## config.mk

```make
export PLATFORM = sky130hd
export DESIGN_NAME = instr_trace_fifo_flat
export DESIGN_NICKNAME = d
export VERILOG_FILES = /design/src/rtl/instr_trace_fifo_if.sv /design/src/rtl/instr_trace_fifo.sv /design/src/flat_wrapper.sv
export SDC_FILE = /design/constraint.sdc
export NUM_CORES = 1
export LEC_CHECK = 0
export CORE_MARGIN = 2
export CORE_UTILIZATION = 40
export DETAILED_ROUTE_END_ITERATION = 7
export SYNTH_ARGS = -nofsm -noshare
export SYNTH_HDL_FRONTEND = slang
export SYNTH_SLANG_ARGS = --single-unit
```

## constraint.sdc

```tcl
create_clock -name clk -period 20.2 [get_ports clk]
set_clock_uncertainty 0.2 [all_clocks]
set_input_delay 4.04 -clock clk [delete_from_list [all_inputs] [get_ports clk]]
set_output_delay 4.04 -clock clk [all_outputs]
set_load 0.05 [all_outputs]
```

## src/rtl/instr_trace_fifo_if.sv

```systemverilog
// -----------------------------------------------------------------------------
// instr_trace_fifo_if
// Retire-record stream between the core datapath (producer) and the
// simulation instruction-table monitor (consumer), with the trace FIFO
// sitting in the middle.
//
// Signals
//   in_valid / in_*     : record offered by the core (no back-pressure)
//   out_valid / out_*   : head record presented to the monitor
//   out_ready           : monitor accepts the head record
//   out_cycle           : push-cycle stamp of the head record
//                         (present only when TRACE_CYCLE_STAMP_EN is defined)
//
// Modports
//   master : producer/consumer side (drives in_*, out_ready)
//   slave  : FIFO side (drives out_valid, out_*)
// -----------------------------------------------------------------------------
interface instr_trace_fifo_if;
   logic        in_valid;
   logic [31:0] in_instr;
   logic [15:0] in_full_op_code;
   logic [1:0]  in_rd_data_sel;
   logic [4:0]  in_rs1_sel_zimm;
   logic [4:0]  in_rs2_sel;
   logic [4:0]  in_rd_sel;
   logic [31:0] in_rs1_data;
   logic [31:0] in_rs2_data;
   logic [31:0] in_rd_data;
   logic [31:0] in_imm_csr;

   logic        out_valid;
   logic        out_ready;
   logic [31:0] out_instr;
   logic [15:0] out_full_op_code;
   logic [1:0]  out_rd_data_sel;
   logic [4:0]  out_rs1_sel_zimm;
   logic [4:0]  out_rs2_sel;
   logic [4:0]  out_rd_sel;
   logic [31:0] out_rs1_data;
   logic [31:0] out_rs2_data;
   logic [31:0] out_rd_data;
   logic [31:0] out_imm_csr;
`ifdef TRACE_CYCLE_STAMP_EN
   logic [31:0] out_cycle;
`endif

   modport master (
      output in_valid, in_instr, in_full_op_code, in_rd_data_sel,
             in_rs1_sel_zimm, in_rs2_sel, in_rd_sel,
             in_rs1_data, in_rs2_data, in_rd_data, in_imm_csr,
             out_ready,
      input
`ifdef TRACE_CYCLE_STAMP_EN
             out_cycle,
`endif
             out_valid, out_instr, out_full_op_code, out_rd_data_sel,
             out_rs1_sel_zimm, out_rs2_sel, out_rd_sel,
             out_rs1_data, out_rs2_data, out_rd_data, out_imm_csr
   );

   modport slave (
      input  in_valid, in_instr, in_full_op_code, in_rd_data_sel,
             in_rs1_sel_zimm, in_rs2_sel, in_rd_sel,
             in_rs1_data, in_rs2_data, in_rd_data, in_imm_csr,
             out_ready,
      output
`ifdef TRACE_CYCLE_STAMP_EN
             out_cycle,
`endif
             out_valid, out_instr, out_full_op_code, out_rd_data_sel,
             out_rs1_sel_zimm, out_rs2_sel, out_rd_sel,
             out_rs1_data, out_rs2_data, out_rd_data, out_imm_csr
   );
endinterface

```

## src/rtl/instr_trace_fifo.sv

```systemverilog
// -----------------------------------------------------------------------------
// instr_trace_fifo
// Buffers per-instruction retire records and hands them to the trace monitor
// one per handshake. The core is never stalled: a record that cannot be
// stored (FIFO full without a simultaneous pop, or flush) is dropped and
// counted in a saturating 16-bit counter.
//
// Optional feature macro: TRACE_CYCLE_STAMP_EN
//   When defined, a free-running 32-bit cycle counter stamps every pushed
//   record and the stamp is presented on tif.out_cycle.
//
// Ports
//   clk     : core clock, rising edge
//   reset   : asynchronous, active-high, clears all state
//   flush   : synchronous clear of stored entries (dropped is kept)
//   tif     : record stream (slave modport): in_* records, out_* head record
//   count   : entries stored (AW+1 bits)
//   full    : count == DEPTH
//   empty   : count == 0
//   dropped : saturating count of records lost to full/flush
// -----------------------------------------------------------------------------
module instr_trace_fifo #(
   parameter  int DEPTH = 8,
   localparam int AW    = $clog2(DEPTH)
) (
   input  logic              clk,
   input  logic              reset,
   input  logic              flush,
   instr_trace_fifo_if.slave tif,
   output logic [AW:0]       count,
   output logic              full,
   output logic              empty,
   output logic [15:0]       dropped
);

   typedef struct packed {
`ifdef TRACE_CYCLE_STAMP_EN
      logic [31:0] cycle;
`endif
      logic [31:0] instr;
      logic [15:0] full_op_code;
      logic [1:0]  rd_data_sel;
      logic [4:0]  rs1_sel_zimm;
      logic [4:0]  rs2_sel;
      logic [4:0]  rd_sel;
      logic [31:0] rs1_data;
      logic [31:0] rs2_data;
      logic [31:0] rd_data;
      logic [31:0] imm_csr;
   } entry_t;

   localparam logic [AW:0]   DEPTH_C   = (AW+1)'(DEPTH);
   localparam logic [AW:0]   CNT_ONE   = (AW+1)'(1'b1);
   localparam logic [AW-1:0] PTR_ONE   = AW'(1'b1);

   entry_t        mem_r [DEPTH];
   logic [AW-1:0] wr_ptr_r;
   logic [AW-1:0] rd_ptr_r;
   logic [AW:0]   count_r;
   logic [15:0]   dropped_r;
   logic          full_s;
   logic          empty_s;
   logic          push_s;
   logic          pop_s;
   logic          drop_s;
   entry_t        wr_entry_s;
   entry_t        head_s;
`ifdef TRACE_CYCLE_STAMP_EN
   logic [31:0]   cycle_r;
`endif

   assign full_s  = (count_r == DEPTH_C);
   assign empty_s = (count_r == {(AW+1){1'b0}});
   // A pop frees a slot in the same cycle, so a full FIFO still accepts a push.
   assign pop_s   = ~empty_s & tif.out_ready & ~flush;
   assign push_s  = tif.in_valid & ~flush & (~full_s | pop_s);
   assign drop_s  = tif.in_valid & ~push_s;

   assign wr_entry_s = '{
`ifdef TRACE_CYCLE_STAMP_EN
      cycle:        cycle_r,
`endif
      instr:        tif.in_instr,
      full_op_code: tif.in_full_op_code,
      rd_data_sel:  tif.in_rd_data_sel,
      rs1_sel_zimm: tif.in_rs1_sel_zimm,
      rs2_sel:      tif.in_rs2_sel,
      rd_sel:       tif.in_rd_sel,
      rs1_data:     tif.in_rs1_data,
      rs2_data:     tif.in_rs2_data,
      rd_data:      tif.in_rd_data,
      imm_csr:      tif.in_imm_csr
   };

   // Entry storage; contents need no reset because empty gates the outputs.
   always_ff @(posedge clk) begin
      if (push_s) begin
         mem_r[wr_ptr_r] <= wr_entry_s;
      end
   end

   // Pointers, occupancy and the saturating drop counter.
   always_ff @(posedge clk or posedge reset) begin
      if (reset) begin
         wr_ptr_r  <= {AW{1'b0}};
         rd_ptr_r  <= {AW{1'b0}};
         count_r   <= {(AW+1){1'b0}};
         dropped_r <= 16'h0000;
      end else begin
         if (flush) begin
            wr_ptr_r <= {AW{1'b0}};
            rd_ptr_r <= {AW{1'b0}};
            count_r  <= {(AW+1){1'b0}};
         end else begin
            if (push_s) begin
               wr_ptr_r <= wr_ptr_r + PTR_ONE;
            end
            if (pop_s) begin
               rd_ptr_r <= rd_ptr_r + PTR_ONE;
            end
            case ({push_s, pop_s})
               2'b10:   count_r <= count_r + CNT_ONE;
               2'b01:   count_r <= count_r - CNT_ONE;
               default: count_r <= count_r;
            endcase
         end
         if (drop_s && (dropped_r != 16'hFFFF)) begin
            dropped_r <= dropped_r + 16'd1;
         end
      end
   end

`ifdef TRACE_CYCLE_STAMP_EN
   // Free-running cycle counter used to stamp pushed records.
   always_ff @(posedge clk or posedge reset) begin
      if (reset) begin
         cycle_r <= 32'd0;
      end else begin
         cycle_r <= cycle_r + 32'd1;
      end
   end
`endif

   // Head record read combinationally and forced to zero while empty.
   always_comb begin
      head_s = {$bits(entry_t){1'b0}};
      if (empty_s) begin
         head_s = {$bits(entry_t){1'b0}};
      end else begin
         head_s = mem_r[rd_ptr_r];
      end
   end

   assign tif.out_valid        = ~empty_s;
   assign tif.out_instr        = head_s.instr;
   assign tif.out_full_op_code = head_s.full_op_code;
   assign tif.out_rd_data_sel  = head_s.rd_data_sel;
   assign tif.out_rs1_sel_zimm = head_s.rs1_sel_zimm;
   assign tif.out_rs2_sel      = head_s.rs2_sel;
   assign tif.out_rd_sel       = head_s.rd_sel;
   assign tif.out_rs1_data     = head_s.rs1_data;
   assign tif.out_rs2_data     = head_s.rs2_data;
   assign tif.out_rd_data      = head_s.rd_data;
   assign tif.out_imm_csr      = head_s.imm_csr;
`ifdef TRACE_CYCLE_STAMP_EN
   assign tif.out_cycle        = head_s.cycle;
`endif

   assign count   = count_r;
   assign full    = full_s;
   assign empty   = empty_s;
   assign dropped = dropped_r;

endmodule
```

## src/flat_wrapper.sv

```systemverilog
// flat-port wrapper written by rule: the top's interface ports become plain ports
module instr_trace_fifo_flat 
#(
   parameter  int DEPTH = 8,
   localparam int AW    = $clog2(DEPTH)
)
  (clk, reset, flush, count, full, empty, dropped, tif_in_valid, tif_in_instr, tif_in_full_op_code, tif_in_rd_data_sel, tif_in_rs1_sel_zimm, tif_in_rs2_sel, tif_in_rd_sel, tif_in_rs1_data, tif_in_rs2_data, tif_in_rd_data, tif_in_imm_csr, tif_out_ready, tif_out_valid, tif_out_instr, tif_out_full_op_code, tif_out_rd_data_sel, tif_out_rs1_sel_zimm, tif_out_rs2_sel, tif_out_rd_sel, tif_out_rs1_data, tif_out_rs2_data, tif_out_rd_data, tif_out_imm_csr);
  instr_trace_fifo_if tif_i ();
  input  logic clk;
  input  logic reset;
  input  logic flush;
  output logic [AW:0] count;
  output logic full;
  output logic empty;
  output logic [15:0] dropped;
  input wire logic [$bits(tif_i.in_valid)-1:0] tif_in_valid;
  input wire logic [$bits(tif_i.in_instr)-1:0] tif_in_instr;
  input wire logic [$bits(tif_i.in_full_op_code)-1:0] tif_in_full_op_code;
  input wire logic [$bits(tif_i.in_rd_data_sel)-1:0] tif_in_rd_data_sel;
  input wire logic [$bits(tif_i.in_rs1_sel_zimm)-1:0] tif_in_rs1_sel_zimm;
  input wire logic [$bits(tif_i.in_rs2_sel)-1:0] tif_in_rs2_sel;
  input wire logic [$bits(tif_i.in_rd_sel)-1:0] tif_in_rd_sel;
  input wire logic [$bits(tif_i.in_rs1_data)-1:0] tif_in_rs1_data;
  input wire logic [$bits(tif_i.in_rs2_data)-1:0] tif_in_rs2_data;
  input wire logic [$bits(tif_i.in_rd_data)-1:0] tif_in_rd_data;
  input wire logic [$bits(tif_i.in_imm_csr)-1:0] tif_in_imm_csr;
  input wire logic [$bits(tif_i.out_ready)-1:0] tif_out_ready;
  output wire logic [$bits(tif_i.out_valid)-1:0] tif_out_valid;
  output wire logic [$bits(tif_i.out_instr)-1:0] tif_out_instr;
  output wire logic [$bits(tif_i.out_full_op_code)-1:0] tif_out_full_op_code;
  output wire logic [$bits(tif_i.out_rd_data_sel)-1:0] tif_out_rd_data_sel;
  output wire logic [$bits(tif_i.out_rs1_sel_zimm)-1:0] tif_out_rs1_sel_zimm;
  output wire logic [$bits(tif_i.out_rs2_sel)-1:0] tif_out_rs2_sel;
  output wire logic [$bits(tif_i.out_rd_sel)-1:0] tif_out_rd_sel;
  output wire logic [$bits(tif_i.out_rs1_data)-1:0] tif_out_rs1_data;
  output wire logic [$bits(tif_i.out_rs2_data)-1:0] tif_out_rs2_data;
  output wire logic [$bits(tif_i.out_rd_data)-1:0] tif_out_rd_data;
  output wire logic [$bits(tif_i.out_imm_csr)-1:0] tif_out_imm_csr;
  assign tif_i.in_valid = tif_in_valid;
  assign tif_i.in_instr = tif_in_instr;
  assign tif_i.in_full_op_code = tif_in_full_op_code;
  assign tif_i.in_rd_data_sel = tif_in_rd_data_sel;
  assign tif_i.in_rs1_sel_zimm = tif_in_rs1_sel_zimm;
  assign tif_i.in_rs2_sel = tif_in_rs2_sel;
  assign tif_i.in_rd_sel = tif_in_rd_sel;
  assign tif_i.in_rs1_data = tif_in_rs1_data;
  assign tif_i.in_rs2_data = tif_in_rs2_data;
  assign tif_i.in_rd_data = tif_in_rd_data;
  assign tif_i.in_imm_csr = tif_in_imm_csr;
  assign tif_i.out_ready = tif_out_ready;
  assign tif_out_valid = tif_i.out_valid;
  assign tif_out_instr = tif_i.out_instr;
  assign tif_out_full_op_code = tif_i.out_full_op_code;
  assign tif_out_rd_data_sel = tif_i.out_rd_data_sel;
  assign tif_out_rs1_sel_zimm = tif_i.out_rs1_sel_zimm;
  assign tif_out_rs2_sel = tif_i.out_rs2_sel;
  assign tif_out_rd_sel = tif_i.out_rd_sel;
  assign tif_out_rs1_data = tif_i.out_rs1_data;
  assign tif_out_rs2_data = tif_i.out_rs2_data;
  assign tif_out_rd_data = tif_i.out_rd_data;
  assign tif_out_imm_csr = tif_i.out_imm_csr;
  instr_trace_fifo #(.DEPTH(DEPTH)) u_core (.clk(clk), .reset(reset), .flush(flush), .tif(tif_i), .count(count), .full(full), .empty(empty), .dropped(dropped));
endmodule
```

# Yosys cells after proc, flatten, opt, wreduce, memory -nomap -nowiden
# Memories as Yosys holds them, arrays and structs flattened.
# Cells that the tools add are included.
# word_totals
ff_bits	26
ramBits	1544
n_memories	1
# op_classes
n_addsub	5
n_eq_ne	4
muxes	9
bitwise	10
reduce_logical	5
# mem_list
memory	words	width	read_ports	rd_ports_with_merged_regs	write_ports	line	text
u_core.mem_r	8	193	1	0	1	instr_trace_fifo.sv:56	entry_t mem_r [DEPTH];
# ops
cell	count
193-bit two-way mux	1
16-bit by 1-bit adder with 16-bit output (second input constant)	1
16-bit != test (second input constant)	1
3-bit two-way mux	4
4-bit one-hot mux with 2 select lines	1
3-bit by 1-bit adder with 3-bit output (second input constant)	2
1-bit bitwise AND	5
4-bit by 1-bit adder with 4-bit output (second input constant)	1
4-bit equality test (second input constant)	1
4-bit zero test	1
4-bit two-way mux	1
1-bit NOT	4
2-bit nonzero test	2
4-bit by 1-bit subtractor with 4-bit output (second input constant)	1
3-bit nonzero test	1
2-bit by 1-bit equality test with 1-bit output (second input constant)	1
2-bit equality test (second input constant)	1
1-bit two-way mux	2
1-bit logical AND	1
1-bit bitwise OR	1

# Depth between registers and ports, before layout
# Gate-level depths: netlist of run 1.
# logic_depth
ltp_word	9
mapped_depth	10
mapped_depth_nobuf	8

# Worst setup path after synthesis of run 1
# Ideal clock, no wire load.
# synth_timing
path_kind	in2reg
start	input port tif_in_valid
end	memory u_core.mem_r[0][0] (netlist bit), enable pin
setup_time_ps	982
t_arrival_ps	17656
required_ps	19018
setup_slack_ps	1361
path_stages	4
cell_sequence	nor2b_1 o21ai_1 or2_2 nor3_1
# synth_between
elab_chain_cells	4
# synth_lines
element	line	text
from (decl)	flat_wrapper.sv:16	input wire logic [$bits(tif_i.in_valid)-1:0] tif_in_valid;
1-bit bitwise AND (2 in series)	instr_trace_fifo.sv:76	assign push_s = tif.in_valid & ~flush & (~full_s | pop_s);
1-bit two-way mux	instr_trace_fifo.sv:97	if (push_s) begin
1-bit two-way mux (not written as such)	instr_trace_fifo.sv:98	mem_r[wr_ptr_r] <= wr_entry_s;
to (decl)	instr_trace_fifo.sv:56	
# No other way between the ends.

# Worst setup path after layout of run 1
# layout_timing
start	register u_core.rd_ptr_r[0]
end	output port tif_out_full_op_code[10]
# layout_between
elab_chain_cells	2
# layout_lines
element	line	text
from (decl)	instr_trace_fifo.sv:58	logic [AW-1:0] rd_ptr_r;
from (signal assigned)	instr_trace_fifo.sv:106	rd_ptr_r <= {AW{1'b0}};
from (signal assigned)	instr_trace_fifo.sv:112	rd_ptr_r <= {AW{1'b0}};
from (signal assigned)	instr_trace_fifo.sv:119	rd_ptr_r <= rd_ptr_r + PTR_ONE;
memory read 8 x 193 bit	n/a	
193-bit two-way mux	instr_trace_fifo.sv:147	if (empty_s) begin
to (decl)	flat_wrapper.sv:30	output wire logic [$bits(tif_i.out_full_op_code)-1:0] tif_out_full_op_code;
# No other way between the ends.

==> flow_summary.toml, run 1 <==
[setup_path]
cp-end-kind = "primary output"
path_class = "reg2out"
r2r_slack_ps = 15840
critPathLaunch = "u_core.rd_ptr_r[0]$_DFFE_PP0P_"
ff2ff_path_depth = 5
crit_required_ps = 15960
cp_max_fo = 47
start_kind = "flip-flop"
r2r_end = "u_core.mem_r[5][144]$_DFFE_PP_"
cp.arrival_ps = 5240
r2r-start = "u_core.count[0]$_DFFE_PP0P_"

[route]
drc_errors = 0
routed_wl_um = 136000
drt_iter0_drc = 2025
first_pass_iters = 7
wl_per_cell_um = 25.9
vias_per_cell = 5.33
num_vias = 27938
drtAntennaViolNets = 0

[yosys]
synth_cell_types = 49
synth_area_um2 = 60000
synth_ff_type = "edfxtp_1"
synthCells = 2600
ys_ff_latch = 1570
syn_area_per_cell_um2 = 23.1
synth_edf_count = 1544
synth_nets = 2804
ys_seq_area_share_pct = 78.4
async_reset_ff_share_pct = 1.66
yosysWarnings = 0

[clock_network]
cts_hold_buf = 0
ctsLongestPathBuffers = 3
cts_resized = 0
cts_tree = "yes"
numCtsBuffers = 164
clk_latency_ps = 780
cts_root_buf = "clkbuf_16"
cts_setup_buffers = 0
clk_pin_slew_ps = 60
cts.sinks = 1570
htree_levels = 4

[floorplan]
die_x_um = 391
start_util_pct = 40.1
pin_count = 414
fp-row-count = 142
core-area_um2 = 149000
die_h_um = 391
dieArea_um2 = 153000

[placement]
gp_congestion = 0.733
dp_hpwl_um = 72800
io_buffers = 413

[sta]
relSlewSlack_pct = 25.1
hold_violations = 0
fin_crit_sh_pct = 46.9
period_minus_slack_ps = 9480
slew_violations = 0
worst_slew_pin_slew_ps = 1120
fin_setup_tns_ps = 0
fmax_mhz = 105
rsz0062_at_grt = "false"
hold_ws_ps = 303
timing.final.setup_violations = 0

[layout]
post-route-util_pct = 47.7
syn_to_final_growth_pct = 19.0
drive_gt1_share_pct = 21.0
nets = 3298

[power]
switching_share_pct = 33.0
ir_worst_vdd_v = 0.000170
p_leak_nw = 21.5
power_density_nw_per_um2 = 130
p_int_w = 0.00623
combPwrFrac_pct = 30.4
clkPwrFrac_pct = 29.5
seq_power_share_pct = 40.0
p_sw_w = 0.00306

[worst_hold_path]
hold_class = "reg2reg"
min_from = "u_core.dropped[15]$_DFFE_PP0P_"
min_to = "u_core.dropped[15]$_DFFE_PP0P_"
hold_depth = 1

[global_route]
grt_pass1_vias = 29694
grt_usage_pct = 17.7
grt_max_degree = 146
antenna_found_initial = 38
gr-total-overflow = 0
grt_pass1_wl_um = 197000

[status]
status = "completed"

[run]
cap_violations = 0
## critical path, cell delays in order (launching register included)
cell             delay, ps
dfrtp_4                870
buf_4                  820
buf_4                  860
mux4_2                 600
mux2i_1                340
nor2_1                 100
clkdlybuf4s50_1        750
## cell families (layout without fill, tap and decap cells)
kind of cell / after synthesis / count (layout) / synth area share [%]
AO/OA/AOI/OAI: 14 / 14 / 0.190
XOR/XNOR: 19 / 19 / 0.277
adder cells (fa/ha/maj): 6 / 6 / 0.138
buffers and inverters: 139 / 754 / 1.16
flip-flops: 1570 / 1570 / 78.4
multiplexers: 583 / 583 / 17.8
other: 0 / 9 / 0
AND/OR/NAND/NOR: 269 / 269 / 2.03
## synth_stat cells (4+ instances only)
library cell	n	share of area (%)
xor2_1	17	0.25
edfxtp_1	1544	77
clkbuf_1	28	0.18
nor3_1	5	0.042
dfrtp_1	26	1.1
ha_1	5	0.10
mux2i_1	194	3.2
nand2b_1	6	0.063
buf_4	13	0.16
nor2_1	205	1.3
nand3_1	11	0.092
buf_2	74	0.62
nor4_2	8	0.17
mux4_2	386	14
nand2_1	8	0.050
buf_1	16	0.10
inv_1	4	0.025
nand4_1	7	0.073
## state kept, by name (all words and copies together) (netlist names)
| signal | flops |
|---|---|
| u_core.count | 4 |
| u_core.dropped | 16 |
| u_core.mem_r | 1544 |
| u_core.rd_ptr_r | 3 |
| u_core.wr_ptr_r | 3 |
## worst max-delay path by stage
stage | to | slack [ps] | cells past startpoint
6_report | tif_out_full_op_code[10] | 10720 | 6
5_1_grt | tif_out_full_op_code[10] | 10260 | 6
4_1_cts | tif_out_full_op_code[10] | 10450 | 6
3_5_place_dp | tif_out_full_op_code[10] | 11360 | 6
3_3_place_gp | tif_out_full_op_code[10] | 11400 | 6
2_1_floorplan | u_core.mem_r[0][0]$_DFFE_PP_ | 1360 | 4
## power groups by stage
stage | clock network [W] | registers, W | logic, W
global placement | 0 | 0.00378 | 0.00286
CTS | 0.00282 | 0.00372 | 0.00288
floorplan | 0 | 0.00382 | 0.00195
finish | 0.00274 | 0.00372 | 0.00283
global route | 0.00295 | 0.00373 | 0.00299
detailed placement | 0 | 0.00379 | 0.00287
## routing by layer
metal	GRT usage [%]	vias to the layer above	share of wire (%)
met1	23.1	14965	41
met5	0	-	0.22
met4	4.77	50	2.0
met3	5.19	234	7.4
li1	-	11875	-
met2	29.1	814	49
## metrics by stage
step	area, um^2	power (W)	setup WS [ps]	instances
floorplan	60000	0.00577	1360	2600
CTS	71300	0.00942	10450	5231
global placement	66400	0.00664	11400	4944
detailed placement	66400	0.00666	11360	4944
global route	71300	0.00966	10260	5234
finish	71300	0.00929	10720	5240
## cell type report
type / count / area, um^2
flip-flops and latches: 1570 / 47000
clock inverters: 74 / 571
inverters: 5 / 31.3
multi-input cells: 891 / 12300
well taps: 2016 / 2520
clock buffers: 213 / 4320
fillers: 12155 / 78100
repair buffers: 462 / 4540
diodes: 9 / 22.5
## placed cells by master, fill, tap and decap left out, drive strengths merged, types with 12 or more instances in the layout
master / netlist / final
buf: 106 / 49
clkbuf: 28 / 213
clkdlybuf4s50: 0 / 413
clkinv: 1 / 58
dfrtp: 26 / 26
edfxtp: 1544 / 1544
inv: 4 / 13
mux2i: 194 / 194
mux4: 386 / 386
nor2: 206 / 206
nor4: 12 / 12
xor2: 17 / 17
Note: power is estimated with default switching activity, not from simulation.
==> run 2, diff against run 1 <==
Clock period 20.2 ns to 9.2 ns, I/O delays scaled along.
==> run 2 against run 1 <==
  * Setup slack worse by 8000 ps
  * Clock power rose by 140%
  * Largest cell class unchanged
  * Register-to-register slack got worse by 10000 ps
  * Hold slack better by 13 ps
  * Global-route usage is 0.44 points lower
  * Critical path type unchanged
  * Largest power group unchanged
  * Combinational power rose by 120%
  * Sequential cell count unchanged
  * Critical endpoint is now tif_out_rs2_data[19]
==> flow_summary.toml, run 2 (synthesis results as in run 1) <==
[worst_hold_path]
min_from = "u_core.dropped[15]$_DFFE_PP0P_"
hold_class = "reg2reg"
hold_depth = 1
min_to = "u_core.dropped[15]$_DFFE_PP0P_"

[setup_path]
r2r-start = "u_core.count[0]$_DFFE_PP0P_"
r2r_slack_ps = 5480
cp.arrival_ps = 4470
r2r_end = "u_core.count[3]$_DFFE_PP0P_"
cp-end-kind = "primary output"
path_class = "reg2out"
start_kind = "flip-flop"
crit_required_ps = 7160
ff2ff_path_depth = 8
cp_max_fo = 161

[power]
p_leak_nw = 21.7
power_density_nw_per_um2 = 290
ir_worst_vdd_v = 0.000358

[global_route]
antenna_found_initial = 31
gr-total-overflow = 0
grt_max_degree = 162
grt_pass1_vias = 29755
grt_pass1_wl_um = 193000
grt_usage_pct = 17.3

[layout]
final_common_cell = "edfxtp_1"
fill_cells = 11983
regArea_um2 = 47000
final_cell_mix = "1544 x edfxtp_1, 413 x clkdlybuf4s50_1, 386 x mux4_2"
top_register = "u_core.mem_r"
drive_gt1_share_pct = 21.1
syn_to_final_growth_pct = 20.0
largest_register_ff_count = 1544
nets = 3278
multi_input_area_um2 = 12300
fin_area_um2 = 72000

[sta]
fin_crit_sh_pct = 70.8
fmax_mhz = 153
worst_slew_pin_slew_ps = 1160
period_minus_slack_ps = 6510
timing.final.setup_violations = 0
relSlewSlack_pct = 22.5
hold_violations = 0
fin_setup_tns_ps = 0
rsz0062_at_grt = "false"
slew_violations = 0

[floorplan]
core-area_um2 = 149000
dieArea_um2 = 153000
fp-row-count = 142
pin_count = 414
die_x_um = 391
start_util_pct = 40.1
die_h_um = 391

[status]
status = "completed"

[route]
met3_length_um = 10200
drtAntennaViolNets = 0
wl_per_cell_um = 25.4
met1_length_um = 55000
num_vias = 27751
wl_met2_um = 64500
routed_wl_um = 133000
drc_errors = 0
dr.max_layer_used = "met5"
drt_iter0_drc = 1973
first_pass_iters = 5
vias_per_cell = 5.31

[clock_network]
cts_setup_buffers = 0
cts_hold_buf = 0
numCtsBuffers = 163
htree_levels = 4
cts.sinks = 1570
clk_latency_ps = 770
clk_pin_slew_ps = 60
cts_root_buf = "clkbuf_16"
cts_tree = "yes"
cts_resized = 0
ctsLongestPathBuffers = 3

[run]
cap_violations = 0

[placement]
gp_congestion = 0.740
io_buffers = 413
dp_hpwl_um = 67700
place_area_um2 = 66500
## run 2: how the worst max path moves through the flow
| stage | startpoint | endpoint | slack [ps] | cells after the start |
|---|---|---|---|---|
| 2_1_floorplan | tif_in_valid | u_core.mem_r[2][0]$_DFFE_PP_ | -2230 | 4 |
| 3_3_place_gp | u_core.rd_ptr_r[0]$_DFFE_PP0P_ | tif_out_imm_csr[27] | 3380 | 5 |
| 3_5_place_dp | u_core.rd_ptr_r[0]$_DFFE_PP0P_ | tif_out_imm_csr[27] | 3320 | 5 |
| 4_1_cts | u_core.rd_ptr_r[0]$_DFFE_PP0P_ | tif_out_imm_csr[27] | 2440 | 5 |
| 5_1_grt | u_core.rd_ptr_r[0]$_DFFE_PP0P_ | tif_out_imm_csr[27] | 2330 | 5 |
| 6_report | u_core.rd_ptr_r[1]$_DFFE_PP0P_ | tif_out_rs2_data[19] | 2690 | 5 |
## run 2: cell type report
cell class	count	area share, %
timing repair buffer	443	6.44
sequential	1570	65.4
inverter	5	0.0435
clock buffer	192	5.86
antenna	8	0.0278
multi-input combinational	891	17.1
clock inverter	101	1.63
tap	2016	3.51
## run 2: critical path, stage by stage, from the launching register on
cell             delay, ps
dfrtp_4                980
buf_12                 680
mux4_2                 420
mux2i_1                450
nor2_1                  90
clkdlybuf4s50_1        730
## run 2: metal layers
layer | track usage (%) | vias up
met5 | 0 | -
li1 | - | 11859
met2 | 28.3 | 818
met4 | 4.74 | 50
met3 | 5.31 | 258
met1 | 22.3 | 14766
## run 2: report_power, final
group | leakage (nW) | switching, W | total (W) | internal, W
registers | 14.3 | 0.000144 | 0.00818 | 0.00804
logic | 4.81 | 0.00388 | 0.00615 | 0.00228
clock network | 2.58 | 0.00275 | 0.00651 | 0.00377
## run 2: stage by stage
stage               hold slack, ps  std cells  setup WS (ps)  power, W  util (%)
finish                         316       5226           2690    0.0208      48.2
global route                   325       5222           2330    0.0217      48.1
CTS                            314       5218           2440    0.0211      48.1
detailed placement             303       4925           3320    0.0146      44.5
global placement               285       4925           3380    0.0145      44.5
floorplan                      319       2600          -2230    0.0126         -
